**config.mk**
```make
export PLATFORM = sky130hd
export DESIGN_NAME = pipe_stage_reg
export DESIGN_NICKNAME = d
export VERILOG_FILES = /design/src/rtl/pipe_stage_reg.sv
export SDC_FILE = /design/constraint.sdc
export NUM_CORES = 1
export LEC_CHECK = 0
export CAP_MARGIN = 30
export CORE_ASPECT_RATIO = 0.9
export CORE_MARGIN = 3
export CORE_UTILIZATION = 49
export DETAILED_ROUTE_END_ITERATION = 16
export MAX_ROUTING_LAYER = met4
export PLACE_DENSITY = 0.8
export SLEW_MARGIN = 20
export SYNTH_ARGS = -nofsm -noshare
export SYNTH_HDL_FRONTEND = slang
export SYNTH_SLANG_ARGS = --single-unit
```
**constraint.sdc**
```tcl
create_clock -name clk -period 1.9 [get_ports clk]
set_input_delay 0.285 -clock clk [delete_from_list [all_inputs] [get_ports clk]]
set_output_delay 0.285 -clock clk [all_outputs]
set_load 0.02 [all_outputs]
```
**src/rtl/pipe_stage_reg.sv**
```systemverilog
`default_nettype none
// ============================================================================
// Module      : pipe_stage_reg
// Description : Elastic pipeline-stage register with valid/ready handshakes on
//               both sides. Carries a payload and an exception vector as one
//               unit. Optional 2-entry skid buffer gives full throughput with
//               a registered in_ready. Flush discards held entries and counts
//               the valid ones in a saturating counter.
// Revision    : 1.0 - initial release
// ============================================================================
module pipe_stage_reg #(
  parameter int DATA_W = 64,
  parameter int EXC_W  = 32,
  parameter int SKID   = 1,
  parameter int CNT_W  = 8
) (
  input  logic              clk,
  input  logic              rst,
  input  logic              flush,
  input  logic              in_valid,
  output logic              in_ready,
  input  logic [DATA_W-1:0] in_data,
  input  logic [EXC_W-1:0]  in_exc,
  output logic              out_valid,
  input  logic              out_ready,
  output logic [DATA_W-1:0] out_data,
  output logic [EXC_W-1:0]  out_exc,
  output logic [1:0]        count,
  output logic [CNT_W-1:0]  drop_cnt
);

  localparam logic [CNT_W-1:0] c_cnt_max = {CNT_W{1'b1}};

  logic              w_m_vld;
  logic              w_s_vld;
  logic [DATA_W-1:0] w_m_data;
  logic [EXC_W-1:0]  w_m_exc;
  logic              w_in_ready;
  logic              w_in_fire;
  logic              w_out_fire;

  assign w_in_fire  = in_valid & w_in_ready;
  assign w_out_fire = w_m_vld & out_ready;

  generate
    if (SKID != 0) begin : g_skid
      logic              r_m_vld;
      logic              r_s_vld;
      logic [DATA_W-1:0] r_m_data;
      logic [DATA_W-1:0] r_s_data;
      logic [EXC_W-1:0]  r_m_exc;
      logic [EXC_W-1:0]  r_s_exc;

      // Main/skid storage: M always holds the oldest entry, S only fills when
      // M is stalled, so in_ready comes straight from a flop.
      always_ff @(posedge clk) begin
        if (rst || flush) begin
          r_m_vld  <= 1'b0;
          r_m_data <= '0;
          r_m_exc  <= '0;
          r_s_vld  <= 1'b0;
          r_s_data <= '0;
          r_s_exc  <= '0;
        end else if (!r_s_vld) begin
          if (w_in_fire && (!r_m_vld || w_out_fire)) begin
            r_m_vld  <= 1'b1;
            r_m_data <= in_data;
            r_m_exc  <= in_exc;
          end else if (w_in_fire) begin
            r_s_vld  <= 1'b1;
            r_s_data <= in_data;
            r_s_exc  <= in_exc;
          end else if (w_out_fire) begin
            r_m_vld  <= 1'b0;
            r_m_data <= '0;
            r_m_exc  <= '0;
          end
        end else if (w_out_fire) begin
          r_m_vld  <= 1'b1;
          r_m_data <= r_s_data;
          r_m_exc  <= r_s_exc;
          r_s_vld  <= 1'b0;
          r_s_data <= '0;
          r_s_exc  <= '0;
        end
      end

      assign w_m_vld    = r_m_vld;
      assign w_s_vld    = r_s_vld;
      assign w_m_data   = r_m_data;
      assign w_m_exc    = r_m_exc;
      assign w_in_ready = ~r_s_vld;
    end else begin : g_noskid
      logic              r_m_vld;
      logic [DATA_W-1:0] r_m_data;
      logic [EXC_W-1:0]  r_m_exc;

      // Single entry: refill in the same cycle the entry drains, clear when
      // it drains without a replacement.
      always_ff @(posedge clk) begin
        if (rst || flush) begin
          r_m_vld  <= 1'b0;
          r_m_data <= '0;
          r_m_exc  <= '0;
        end else if (w_in_fire) begin
          r_m_vld  <= 1'b1;
          r_m_data <= in_data;
          r_m_exc  <= in_exc;
        end else if (w_out_fire) begin
          r_m_vld  <= 1'b0;
          r_m_data <= '0;
          r_m_exc  <= '0;
        end
      end

      assign w_m_vld    = r_m_vld;
      assign w_s_vld    = 1'b0;
      assign w_m_data   = r_m_data;
      assign w_m_exc    = r_m_exc;
      assign w_in_ready = ~r_m_vld | out_ready;
    end
  endgenerate

  logic [CNT_W-1:0] r_drop_cnt;
  logic [CNT_W:0]   w_drop_sum;

  // One extra bit so adding up to two drops cannot wrap before saturation.
  assign w_drop_sum = {1'b0, r_drop_cnt}
                    + {{CNT_W{1'b0}}, w_m_vld}
                    + {{CNT_W{1'b0}}, w_s_vld};

  // Saturating count of valid entries thrown away by flush; reset drops are not counted.
  always_ff @(posedge clk) begin
    if (rst) begin
      r_drop_cnt <= '0;
    end else if (flush && (w_m_vld || w_s_vld)) begin
      if (w_drop_sum > {1'b0, c_cnt_max}) begin
        r_drop_cnt <= c_cnt_max;
      end else begin
        r_drop_cnt <= w_drop_sum[CNT_W-1:0];
      end
    end
  end

  assign in_ready  = w_in_ready;
  assign out_valid = w_m_vld;
  assign out_data  = w_m_data;
  assign out_exc   = w_m_exc;
  assign count     = {w_s_vld, w_m_vld & ~w_s_vld};
  assign drop_cnt  = r_drop_cnt;

endmodule
`default_nettype wire

```
==> results of run 1 <==
==> worst reg2reg max path, delay by kind of cell (launching register included) <==
family	cells	cell delay [ps]
AOI/OAI and AO/OA	1	210
adders and majority gates	2	670
buffers and inverters	1	140
DFF	1	320
and+or+nand+nor	2	250
==> synthesized netlist by cell type (2+ instances only) <==
| cell | instances | share of area [%] |
|---|---|---|
| nor2b_1 | 2 | 0.15 |
| o31ai_1 | 96 | 8.7 |
| a21oi_1 | 61 | 3.7 |
| buf_2 | 26 | 1.6 |
| nand2b_1 | 2 | 0.15 |
| nand2_1 | 48 | 2.2 |
| clkbuf_1 | 64 | 2.9 |
| clkbuf_2 | 2 | 0.12 |
| inv_1 | 4 | 0.18 |
| nor3_1 | 4 | 0.24 |
| and3_1 | 4 | 0.30 |
| o21ai_0 | 40 | 2.4 |
| a41oi_1 | 2 | 0.21 |
| nand3_1 | 49 | 3.0 |
| a32oi_1 | 96 | 10 |
| nor2_1 | 3 | 0.14 |
| a32o_1 | 48 | 5.8 |
| buf_6 | 7 | 0.95 |
| a21oi_2 | 40 | 4.2 |
| buf_1 | 14 | 0.63 |
| a211oi_1 | 4 | 0.36 |
| and2_1 | 5 | 0.38 |
| a311oi_1 | 3 | 0.32 |
| a31oi_1 | 3 | 0.23 |
| o21a_1 | 2 | 0.18 |
| o21ai_1 | 10 | 0.60 |
| dfxtp_1 | 202 | 49 |
| buf_4 | 3 | 0.27 |
==> timing repair <==
item                       4_1_cts  5_1_grt
setup endpoints to repair        5        2
pin swaps                        0        0
gates resized for setup          6        3
==> metal layers <==
layer / part of all wire (%) / wire (um) / global-route usage [%]
met1: 43 / 10800 / 36.0
met2: 46 / 11600 / 41.1
met3: 8.8 / 2230 / 6.09
met4: 2.3 / 583 / 7.94
met5: 0 / 0 / -
==> cell type report <==
cell class / instances / share of cell area, %
inverters: 4 / 0.131
repair buffers: 255 / 23.9
clock inverters: 9 / 0.611
well taps: 207 / 2.26
flip-flops and latches: 202 / 35.3
multi-input cells: 531 / 32.5
clock buffers: 28 / 5.26
diodes: 1 / 0.0218
==> state kept, by name, indices dropped and copies added (netlist names) <==
| register | flops |
|---|---|
| g_skid.r_s_data | 64 |
| out_data | 64 |
| g_skid.r_s_exc | 32 |
| out_exc | 32 |
| drop_cnt | 8 |
| g_skid.r_s_vld | 1 |
| out_valid | 1 |
==> logic make-up (layout without fill, tap and decap cells) <==
kind of cell | Yosys count | after routing | synth area share [%]
compound gates | 405 | 405 | 36.9
flops | 202 | 202 | 48.8
simple gates | 124 | 124 | 7.29
buf+inv | 120 | 296 | 6.63
fa+ha+maj | 2 | 2 | 0.393
other cells | 0 | 1 | 0
==> stage by stage <==
| stage | area (um^2) | power, mW | utilization [%] |
|---|---|---|---|
| 5_1_grt | 11500 | 10.0 | 70.1 |
| 2_1_floorplan | 8290 | 5.12 | - |
| 6_report | 11500 | 9.69 | 70.1 |
| 4_1_cts | 11500 | 9.76 | 70.1 |
| 3_3_place_gp | 10800 | 5.77 | 66.0 |
| 3_5_place_dp | 10800 | 5.78 | 66.0 |
==> path summary, 6_finish.rpt <==
| kind | slack, ps | startpoint | endpoint | cells after the start |
|---|---|---|---|---|
| setup / recovery | 80 | g_skid.r_s_vld | in_ready | 3 |
| hold / removal | 400 | in_data[60] | g_skid.r_s_data[60] | 3 |
| setup reg to reg | 190 | out_valid | drop_cnt[6] | 6 |
| hold reg to reg | 450 | g_skid.r_s_data[37] | g_skid.r_s_data[37] | 2 |
==> power breakdown <==
| group | total [mW] | internal, mW | switching [mW] | leakage [nW] |
|---|---|---|---|---|
| combinational | 1.29 | 0.605 | 0.687 | 2.04 |
| clock | 3.99 | 2.36 | 1.63 | 0.342 |
| sequential | 4.40 | 4.34 | 0.0624 | 1.64 |
==> run summary, run 1 <==
Status: completed
Area taken by multi-input logic gates: 0.00373 mm^2
Antenna violations before repair: 1
Ratio of cells with drive above 1 in the final layout: 13.0%
Post-Route WL: 25300 um
Fin. max-slew vios: 0
CTS root buffer: clkbuf_16
Mean area per synthesized cell: 9.71 um^2
Worst Hold Class: primary input to flop
Drt drc: 0
Clk sinks: 202
Post-synth EDFFs: 0
Starting DRT DRC Count: 652
CP max-delay cell: dfxtp_4
Clk buf depth: 3
P_leak: 4.02 nW
NumNets Final: 1118
Yosys reg bits: 202
Fraction of the cycle the final worst path needs: 95.8%
Async set-reset flop share out of synthesis: 0%
CTS tree: yes
DIE AREA: 0.0185 mm^2
Worst Skew: 8.23 ps
Clock H-tree levels: 1
Post-DRT Antenna Nets: 0
TritonRoute pass-1 iters: 5
Buffer and inverter count on the worst path: 3
Worst hold slack: 396 ps
CP Capture Type: primary output
Final Non-Filler Cells: 1237
GPL Wtd Cong: 0.815
Synth Instances: 853
Setup bufs post-CTS: 0
Most frequent cells in the layout: 202 x clkdlybuf4s50_1, 201 x dfxtp_1, 96 x a32oi_1, 96 x o31ai_1, 61 x a21oi_1
Initial core utilization: 50.7%
Synth cell types: 37
Max-cap violations: 0
Setup TNS: 0 ps
Final worst slack: 80.5 ps
I/O pins: 209
Fmax: 550 MHz
Arrival time worst endpoint: 1530 ps
Slew margin rel.: 58.0%
Syn nets: 956
CP Class: flop to primary output
Worst-Margin Slew: 630 ps
Top_reg_cell synth: dfxtp_1
Sequential area share after synthesis: 48.8%
PD cells: 845 mW/mm^2
Post-DR wirelength/cell: 20.4 um
Die Ht: 129 um
Area delta synth->final: 38.4%
# placed instances: 1199
First-pass GRT wire length: 40000 um
Cell Chain, Critical Path: buf_16 > inv_1 > dlygate4sd2_1
CORE AREA: 0.0164 mm^2
Post-layout minimum cycle time: 1820 ps
CP delay by family, top: buffers and inverters
Worst skew pair latency: 480 ps
Final setup vio count: 0
Leading cell type in the layout, fill and taps excluded: clkdlybuf4s50_1
Via/cell ratio: 6.35
DP HPWL: 15300 um
Yosys warnings: 0
Worst EP required: 1620 ps
GRT overflow: 0
Fillers: 1250
Vias in the first global route: 7769
Maximum fanout along the worst path: 55
VDD IR max: 0.000619 V
Area of the mapped netlist: 0.00829 mm^2
Pre-CTS setup slack: 25.4 ps
IO buf count: 208
Worst path max stage delay: 390 ps
DR vias: 7861
RSZ-0062 raised after global routing: no
GRT Resource Usage Total: 26.9%
Final hold violation count: 0
Reg area: 0.00405 mm^2
Pin count of the biggest net entering global routing: 71
# hold bufs at CTS: 0
Clk slew on worst S/H paths: 70 ps
Chip width: 143 um
FP Rows: 44
Critical Path Source Type: flop
Clock buffer count from CTS: 21
Note: power is estimated with default switching activity, not from simulation.
==> run 2: changes to the inputs <==
- CAP_MARGIN: 30 -> not set
==> results of run 2 <==
The final DEF is identical to that of run 1; final timing and power are the same.
==> run 3: changes to the inputs <==
- RECOVER_POWER: not set -> 50
==> run summary, run 3 (synthesis gave the netlist of run 1 again) <==
Status: completed
I/O pins: 209 (unchanged)
Final hold violation count: 0 (unchanged)
Worst Hold Depth: 3 (unchanged)
Max-cap violations: 0 (unchanged)
Buffer and inverter count on the worst path: 3 (unchanged)
IO buf count: 208 (unchanged)
Post-Route WL: 25300 um (+0.18%)
Internal Power: 7.30 mW (-0.18%)
Pin count of the biggest net entering global routing: 71 (unchanged)
Post-DRT Antenna Nets: 0 (unchanged)
Arrival time worst endpoint: 1540 ps (about the same)
CORE AREA: 0.0164 mm^2 (unchanged)
GRT overflow: 0 (unchanged)
Combinational Power Share: 13.2% (about the same)
R2R depth: 5 (-1)
Worst EP required: 1620 ps (about the same)
Util after Layout: 69.6% (-0.54 points)
Ratio of cells with drive above 1 in the final layout: 12.1% (-0.87 points)
Antenna violations before repair: 1 (unchanged)
Starting DRT DRC Count: 661 (+1.4%)
PD cells: 851 mW/mm^2 (+0.65%)
Worst Hold Class: primary input to flop
TritonRoute pass-1 iters: 5 (unchanged)
CP delay by family, top: buffers and inverters
Hold Path End: g_skid.r_s_data[34]
Met3 routed WL: 2040 um (-8.6%)
Worst-Margin Slew: 618 ps (-11.7 ps)
First-pass GRT wire length: 40000 um (unchanged)
DP HPWL: 15300 um (unchanged)
GPL Wtd Cong: 0.815 (unchanged)
Slew margin rel.: 58.8% (+0.78 points)
P_sw: 2.38 mW (about the same)
Final total power: 9.68 mW (-0.12%)
Fin. max-slew vios: 0 (unchanged)
Fmax: 547 MHz (-0.42%)
DIE AREA: 0.0185 mm^2 (unchanged)
P_leak: 3.98 nW (-1.1%)
Chip width: 143 um (unchanged)
GRT Resource Usage Total: 26.9% (unchanged)
Uppermost layer routed: met4
Setup TNS: 0 ps (unchanged)
Metal-1 WL: 11100 um (+2.0%)
Vias in the first global route: 7769 (unchanged)
Sw frac: 24.6% (+0.044 points)
Via/cell ratio: 6.33 (-0.36%)
Clock buffer count from CTS: 21 (unchanged)
CP Class: flop to primary output
Drt drc: 0 (unchanged)
NumNets Final: 1118 (unchanged)
Area delta synth->final: 37.3%
Leading cell type in the layout, fill and taps excluded: clkdlybuf4s50_1
RSZ-0062 raised after global routing: no
CTS tree: yes
Clk pwr share: 41.3% (about the same)
Fraction of the cycle the final worst path needs: 96.2% (+0.41 points)
CP max-delay cell: dfxtp_4
Reg power frac: 45.5% (about the same)
Final setup vio count: 0 (unchanged)
Critical Path Source Type: flop
CTS root buffer: clkbuf_16
Cell Chain, Critical Path: buf_12 > inv_1 > dlygate4sd2_1
Initial core utilization: 50.7% (unchanged)
Clk sinks: 202 (unchanged)
Worst skew pair latency: 480 ps (about the same)
CP Capture Type: primary output
FF-to-FF End: g_skid.r_s_data[42]
VDD IR max: 0.000617 V (-0.45%)
Die Ht: 129 um (unchanged)
Worst Skew: 8.64 ps (+0.403 ps)
Clk buf depth: 3 (unchanged)
DR vias: 7833 (-0.36%)
Worst path max stage delay: 380 ps (about the same)
FP Rows: 44 (unchanged)
Clock H-tree levels: 1 (unchanged)
Flop2flop setup slack: 130 ps (-60 ps)
Reg2reg start: g_skid.r_s_vld
Worst hold slack: 393 ps (-3.23 ps)
Met2 WL post-DR: 11600 um (+0.18%)
Hold path start: in_data[34]
Clk slew on worst S/H paths: 70 ps (about the same)
Post-layout minimum cycle time: 1830 ps (+7.74 ps)
Post-DR wirelength/cell: 20.5 um (+0.18%)
Maximum fanout along the worst path: 55 (unchanged)
Most frequent cells in the layout: 202 x clkdlybuf4s50_1, 201 x dfxtp_1, 96 x a32oi_1, 96 x o31ai_1, 68 x a21oi_1
[run 3: area by class of cell]
type,count,area [um^2]
diodes,1,2.50
clock buffers,28,603
clock inverters,9,70.1
fillers,1269,4980
inverters,4,15.0
multi-input cells,531,3700
flip-flops and latches,202,4050
well taps,207,259
repair buffers,255,2670
[run 3: through the flow]
stage          worst slack [ps]  cell area [um^2]  std cells
2_1_floorplan              86.5              8290        853
3_3_place_gp               61.1             10800       1199
3_5_place_dp               25.4             10800       1199
4_1_cts                    10.5             11500       1236
5_1_grt                    14.5             11400       1237
6_report                   72.7             11400       1237
[run 3: routing by layer]
metal	track usage [%]	up-vias
met5	-	-
met4	7.94	0
met3	6.09	45
met2	41.1	333
met1	36.0	3781
li1	-	3674
[run 3: timing repair]
action,4_1_cts,5_1_grt
resized for setup,6,3
setup buffers,0,0
hold endpoints to repair,0,0
endpoints found under the setup margin,5,2
hold buffers,0,0
[run 3: worst register-to-register path, cell delays in order, from the launching register on]
cell	delay, ps
dfxtp_4	380
buf_12	270
and4bb_2	300
and2_0	210
clkbuf_4	260
a32o_1	250
[run 3: worst max-delay path by stage]
stage	end	slack, ps	start	depth (start not counted)
detailed placement	out_data[9]	30	in_valid	5
global route	in_ready	10	g_skid.r_s_vld	3
global placement	out_data[49]	60	in_valid	5
floorplan	drop_cnt[3]	90	out_valid	5
finish	in_ready	70	g_skid.r_s_vld	3
CTS	count[0]	10	out_valid	3
[run 3: power groups by stage]
stage	clock network [mW]	registers (mW)	logic (mW)
finish	4.00	4.40	1.27
global route	4.23	4.41	1.35
CTS	4.07	4.40	1.29
detailed placement	0	4.49	1.28
global placement	0	4.50	1.27
floorplan	0	4.61	0.512
